==> src/rtl/multi_voice_mixer.sv <==
// N-voice gathered, gain-weighted, saturating sample mixer with a master fade ramp.
// One mix per generate_next_sample request; slow voices time out and reuse their held sample.
module multi_voice_mixer #(
   parameter int NUM_VOICES   = 4,
   parameter int SAMPLE_WIDTH = 16,
   parameter int GAIN_WIDTH   = 8,
   parameter int TIMEOUT      = 255,
   parameter int RAMP_STEP    = 16
) (
   input  logic                                 clk,
   input  logic                                 reset,
   input  logic [NUM_VOICES-1:0]                voice_en,
   input  logic [NUM_VOICES*SAMPLE_WIDTH-1:0]   sample_in,
   input  logic [NUM_VOICES-1:0]                sample_ready,
   input  logic [NUM_VOICES*GAIN_WIDTH-1:0]     gain,
   input  logic                                 mute,
   input  logic                                 generate_next_sample,
   output logic signed [SAMPLE_WIDTH-1:0]       mixed_sample,
   output logic                                 mixed_ready,
   output logic                                 clip,
   output logic [NUM_VOICES-1:0]                missed,
   output logic                                 overrun,
   output logic                                 busy
);

   localparam int TERM_W   = SAMPLE_WIDTH + 1;
   localparam int PROD_W   = SAMPLE_WIDTH + GAIN_WIDTH + 1;
   localparam int ACC_W    = SAMPLE_WIDTH + 1 + $clog2(NUM_VOICES);
   localparam int CNT_W    = (TIMEOUT < 1) ? 1 : $clog2(TIMEOUT + 1);
   localparam int LVL_W    = 9;
   localparam int LVL_FULL = 256;
   localparam int MIX_W    = SAMPLE_WIDTH + LVL_W + 1;

   localparam logic [CNT_W-1:0]        CNT_MAX = CNT_W'(TIMEOUT);
   localparam logic signed [ACC_W-1:0] ACC_MAX =
      {{(ACC_W-SAMPLE_WIDTH+1){1'b0}}, {(SAMPLE_WIDTH-1){1'b1}}};
   localparam logic signed [ACC_W-1:0] ACC_MIN =
      {{(ACC_W-SAMPLE_WIDTH+1){1'b1}}, {(SAMPLE_WIDTH-1){1'b0}}};

   typedef enum logic [2:0] {S_IDLE, S_COLLECT, S_SCALE, S_SUM, S_OUT} state_t;

   state_t                         state, state_nxt;
   logic signed [SAMPLE_WIDTH-1:0] hold [NUM_VOICES];
   logic [NUM_VOICES-1:0]          mask, got, missed_p0;
   logic [CNT_W-1:0]               cnt;
   logic [LVL_W-1:0]               level, level_new;
   logic signed [TERM_W-1:0]       term_p1 [NUM_VOICES];
   logic signed [ACC_W-1:0]        acc;
   logic signed [SAMPLE_WIDTH-1:0] sat_p2;
   logic                           clip_p2;
   logic                           collect_done;

   // Q1.(GAIN_WIDTH-1) gain, arithmetic shift floors toward -inf
   function automatic logic signed [TERM_W-1:0] scale_term(
      input logic signed [SAMPLE_WIDTH-1:0] s,
      input logic [GAIN_WIDTH-1:0]          g
   );
      logic signed [PROD_W-1:0] s_x, g_x, prod, shifted;
      s_x     = PROD_W'(s);
      g_x     = PROD_W'($signed({1'b0, g}));
      prod    = s_x * g_x;
      shifted = prod >>> (GAIN_WIDTH - 1);
      return shifted[TERM_W-1:0];
   endfunction

   function automatic logic is_clipped(input logic signed [ACC_W-1:0] a);
      return (a > ACC_MAX) || (a < ACC_MIN);
   endfunction

   function automatic logic signed [SAMPLE_WIDTH-1:0] saturate(input logic signed [ACC_W-1:0] a);
      if (a > ACC_MAX)      return ACC_MAX[SAMPLE_WIDTH-1:0];
      else if (a < ACC_MIN) return ACC_MIN[SAMPLE_WIDTH-1:0];
      else                  return a[SAMPLE_WIDTH-1:0];
   endfunction

   function automatic logic [LVL_W-1:0] ramp_level(input logic [LVL_W-1:0] lv, input logic m);
      int nxt;
      if (m) begin
         nxt = int'(lv) - RAMP_STEP;
         if (nxt < 0) nxt = 0;
      end else begin
         nxt = int'(lv) + RAMP_STEP;
         if (nxt > LVL_FULL) nxt = LVL_FULL;
      end
      return LVL_W'(nxt);
   endfunction

   // level 256 is exactly unity after the >>> 8
   function automatic logic signed [SAMPLE_WIDTH-1:0] apply_level(
      input logic signed [SAMPLE_WIDTH-1:0] s,
      input logic [LVL_W-1:0]               lv
   );
      logic signed [MIX_W-1:0] s_x, l_x, prod, shifted;
      s_x     = MIX_W'(s);
      l_x     = MIX_W'($signed({1'b0, lv}));
      prod    = s_x * l_x;
      shifted = prod >>> 8;
      return shifted[SAMPLE_WIDTH-1:0];
   endfunction

   assign collect_done = ((got & mask) == mask) || (cnt == CNT_MAX);
   assign level_new    = ramp_level(level, mute);
   assign busy         = (state != S_IDLE);

   always_comb begin
      acc = '0;
      for (int i = 0; i < NUM_VOICES; i++) acc = acc + ACC_W'(term_p1[i]);
   end

   always_comb begin
      state_nxt = state;
      case (state)
         S_IDLE:    if (generate_next_sample) state_nxt = (voice_en == '0) ? S_SCALE : S_COLLECT;
         S_COLLECT: if (collect_done) state_nxt = S_SCALE;
         S_SCALE:   state_nxt = S_SUM;
         S_SUM:     state_nxt = S_OUT;
         S_OUT:     state_nxt = S_IDLE;
         default:   state_nxt = S_IDLE;
      endcase
   end

   always_ff @(posedge clk) begin
      if (!reset) begin
         state        <= S_IDLE;
         mask         <= '0;
         got          <= '0;
         missed_p0    <= '0;
         cnt          <= '0;
         level        <= '0;
         mixed_sample <= '0;
         mixed_ready  <= 1'b0;
         clip         <= 1'b0;
         missed       <= '0;
         overrun      <= 1'b0;
         for (int i = 0; i < NUM_VOICES; i++) hold[i] <= '0;
      end else begin
         state       <= state_nxt;
         mixed_ready <= 1'b0;
         clip        <= 1'b0;
         overrun     <= generate_next_sample && (state != S_IDLE);
         for (int i = 0; i < NUM_VOICES; i++)
            if (sample_ready[i]) hold[i] <= sample_in[i*SAMPLE_WIDTH +: SAMPLE_WIDTH];
         case (state)
            S_IDLE: if (generate_next_sample) begin
               mask      <= voice_en;
               got       <= sample_ready;
               cnt       <= '0;
               missed_p0 <= '0;
            end
            // stage p0: gather ready voices until complete or timed out
            S_COLLECT: begin
               got <= got | sample_ready;
               if (collect_done) missed_p0 <= mask & ~got;
               else              cnt       <= cnt + CNT_W'(1);
            end
            S_OUT: begin
               level        <= level_new;
               mixed_sample <= apply_level(sat_p2, level_new);
               mixed_ready  <= 1'b1;
               clip         <= clip_p2;
               missed       <= missed_p0;
            end
            default: ;
         endcase
      end
   end

   always_ff @(posedge clk) begin
      // stage p1: per-voice gain
      if (state == S_SCALE)
         for (int i = 0; i < NUM_VOICES; i++)
            term_p1[i] <= mask[i] ? scale_term(hold[i], gain[i*GAIN_WIDTH +: GAIN_WIDTH]) : '0;
      // stage p2: saturating sum
      if (state == S_SUM) begin
         sat_p2  <= saturate(acc);
         clip_p2 <= is_clipped(acc);
      end
   end

endmodule

==> config.mk <==
export PLATFORM = sky130hd
export DESIGN_NAME = multi_voice_mixer
export DESIGN_NICKNAME = d
export VERILOG_FILES = /design/src/rtl/multi_voice_mixer.sv
export SDC_FILE = /design/constraint.sdc
export NUM_CORES = 2
export LEC_CHECK = 0
export ABC_AREA = 0
export CAP_MARGIN = 0
export CORE_ASPECT_RATIO = 0.7
export CORE_MARGIN = 2
export CORE_UTILIZATION = 35
export CTS_BUF_LIST = sky130_fd_sc_hd__clkbuf_8
export CTS_CLUSTER_SIZE = 14
export DETAILED_ROUTE_END_ITERATION = 7
export HOLD_SLACK_MARGIN = 0.12
export PLACE_DENSITY = 0.53
export SLEW_MARGIN = 20
export SYNTH_ARGS = -nofsm -noshare
export SYNTH_HDL_FRONTEND = slang
export SYNTH_SLANG_ARGS = --single-unit
==> constraint.sdc <==
create_clock -name clk -period 8.65 [get_ports clk]
set_input_delay 1.2975 -clock clk [delete_from_list [all_inputs] [get_ports clk]]
set_output_delay 1.2975 -clock clk [all_outputs]
set_load 0.005 [all_outputs]
==> results.sh <==
export IMPL_hp_class="register to register"
export IMPL_finalSetupTns_ns=0
export IMPL_synth_seq_cells=204
export IMPL_critical_path_max_fanout=17
export IMPL_insertion_delay_ns=0.67
export IMPL_whs_ns=0.450
export IMPL_root_buffer="clkbuf_8"
export IMPL_yosysTopAreaCell="fa_1"
export IMPL_slew_violations=0
export IMPL_post_cts_buffers=0
export IMPL_ys_seq_area_share_pct=18.1
export IMPL_ios=132
export IMPL_worst_setup_path_start_kind="input port"
export IMPL_period_share_pct=85.4
export IMPL_synth_distinct_cells=82
export IMPL_dieArea_sq_um=90400
export IMPL_synth_edff_count=149
export IMPL_setup_viol=0
export IMPL_wl_per_cell_microns=16.1
export IMPL_status="completed"
export IMPL_utilization_pct=39.4
export IMPL_num_vias=20500
export IMPL_grt_pass1_vias=21300
export IMPL_grt_first_pass_wirelength_mm=120
export IMPL_worstPathRequired_ns=9.18
export IMPL_globalplace_congestion=0.843
export IMPL_synth_area_leaders="fa_1 (35%), edfxtp_1 (15%), ha_1 (9.9%), and2_1 (8.6%), inv_1 (8.3%)"
export IMPL_cap_viol_max_count=0
export IMPL_dp_hpwl_mm=59.2
export IMPL_crit_path_end_kind="register"
export IMPL_nets=4193
export IMPL_area_growth_pct=10.8
export IMPL_synth_top_area_share_pct=35.4
export IMPL_numClockSinks=204
export IMPL_cts_hold_buffers_added=0
export IMPL_p_total_mw=6.86
export IMPL_final_antenna_net_count=0
export IMPL_finClkSkew_ns=0.0580
export IMPL_synth_flop_cell="edfxtp_1"
export IMPL_coreArea_sq_um=86700
export IMPL_ir_worst_vdd_uv=190
export IMPL_drc=0
export IMPL_syn_area_per_cell_sq_um=9.65
export IMPL_cts_resized=0
export IMPL_hold_viol=0
export IMPL_n_antenna_cell=0
export IMPL_cts_tree="built"
export IMPL_rows=90
export IMPL_start_util_pct=35.5
export IMPL_wirelength_mm=72.1
export IMPL_via_per_inst=4.58
export IMPL_grt_usage_pct=16.8
export IMPL_h_tree_depth=2
export IMPL_drt_pass1_iterations=5
export IMPL_layout_common_cells="inv_1 (691), fa_1 (545), and2_1 (422), nand2_1 (327), ha_1 (243)"
export IMPL_rsz0062_at_grt="false"
export IMPL_grt_max_degree=69
export IMPL_synthCells=3191
export IMPL_period_minus_slack_ns=7.39
export IMPL_fill_cells=8763
export IMPL_fin_cells=4478
export IMPL_critPathKind="input port to register"
export IMPL_power_density_nw_per_um2=201
export IMPL_yosysWarnings=0
export IMPL_die_width_microns=359
export IMPL_antenna_found_initial=0
export IMPL_cts_inserted_buffers=39
export IMPL_io_buffers=131
export IMPL_dpl_cell_count=4406
export IMPL_clk_path_buf_depth=3
export IMPL_first_iter_violations=1161
export IMPL_gr_total_overflow=0
export IMPL_worstMarginPinSlew_ns=0.876
export IMPL_fmax_ghz=0.135
export IMPL_chipHeight_microns=252
export IMPL_clkTransAtPathRegs_ns=0.05
export IMPL_drive_above_1_share_pct=2.97
export IMPL_cp_arrival_ns=7.92
export IMPL_synthArstFlopShare_pct=0
export IMPL_syn_area_sq_um=30800
export IMPL_final_common_cell="inv_1"
export IMPL_slew_headroom_pct=41.3
export IMPL_syn_num_nets=4087
export IMPL_power_leakage_nw=16.7
[area by class of cell]
type / instances / area, sq um / share of cell area, %
clock buffer: 42 / 578 / 1.69
sequential: 204 / 5580 / 16.3
multi-input combinational: 2223 / 22400 / 65.5
clock inverter: 30 / 196 / 0.575
inverter: 681 / 2560 / 7.49
tap: 1150 / 1440 / 4.22
timing repair buffer: 148 / 1440 / 4.21
[report_power, final]
group | leakage (nW) | switching (mW) | internal [mW]
logic | 14.3 | 2.54 | 1.89
clock network | 0.443 | 0.505 | 0.515
registers | 1.92 | 0.155 | 1.26
total | 16.7 | 3.20 | 3.66
[logic make-up (layout without fill, tap and decap cells)]
kind of cell,Yosys count,after routing,synth area share (%)
buf+inv,764,901,9.32
compound gates,252,252,5.46
xor+xnor,112,112,3.23
mux,8,8,0.276
simple gates,1063,1063,18.3
fa+ha+maj,788,788,45.3
flops,204,204,18.1
[cell usage after synthesis (43+ instances only)]
master and n:
a21oi_1 84, and2_1 423, and3_1 81, clkbuf_1 79
dfxtp_1 55, edfxtp_1 149, fa_1 545, ha_1 243
inv_1 680, nand2_1 327, nor2_1 82, xnor2_1 68
xor2_1 43
[routing by layer]
layer | track usage [%] | vias up | part of all wire (%)
met5 | 0 | - | 0
met3 | 2.39 | 52 | 3.9
met1 | 27.4 | 10100 | 55
met4 | 2.95 | 0 | 1.3
li1 | - | 10100 | -
met2 | 23.3 | 314 | 40
[per-stage QoR]
step | setup slack [ns] | area [sq um]
final | 1.26 | 34100
after floorplan | 1.29 | 30800
after detailed placement | 0.604 | 33400
after CTS | 1.34 | 34100
after global placement | 0.665 | 33400
after global routing | 0.949 | 34100
[sequential cells by signal, summed over array words and instances, names as in the netlist]
name / count
clip: 1
clip_p2: 1
cnt: 8
got: 4
hold: 64
level: 9
mask: 4
missed: 4
missed_p0: 4
mixed_ready: 1
mixed_sample: 16
overrun: 1
sat_p2: 16
state: 3
term_p1: 68
[final timing paths]
| path | from | end | slack, ns | cells past startpoint |
|---|---|---|---|---|
| worst min-delay path | got[1]$_SDFFE_PN0P_ | got[1]$_SDFFE_PN0P_ | 0.45 | 2 |
| worst max-delay path | mute | mixed_sample[15]$_SDFFE_PN0P_ | 1.26 | 25 |
| worst min register to register | got[1]$_SDFFE_PN0P_ | got[1]$_SDFFE_PN0P_ | 0.45 | 2 |
| worst max register to register | level[6]$_SDFFE_PN0P_ | mixed_sample[15]$_SDFFE_PN0P_ | 1.35 | 24 |
[worst max-delay path: stages]
cell	delay (ns)
clkdlybuf4s50_1	0.43
a211oi_2	0.37
o21a_1	0.23
a211oi_1	0.06
buf_4	0.21
and2_1	0.19
fa_1	0.55
inv_1	0.07
fa_1	0.53
inv_1	0.05
fa_1	0.45
fa_1	0.49
inv_1	0.05
fa_1	0.47
inv_1	0.04
ha_1	0.30
o21ai_1	0.12
o21bai_1	0.13
or4b_4	0.55
a211oi_4	0.27
o311a_4	0.25
o31ai_4	0.11
a2111oi_4	0.44
o211a_1	0.22
nor3_2	0.04
(Power assumes the default switching activity.)
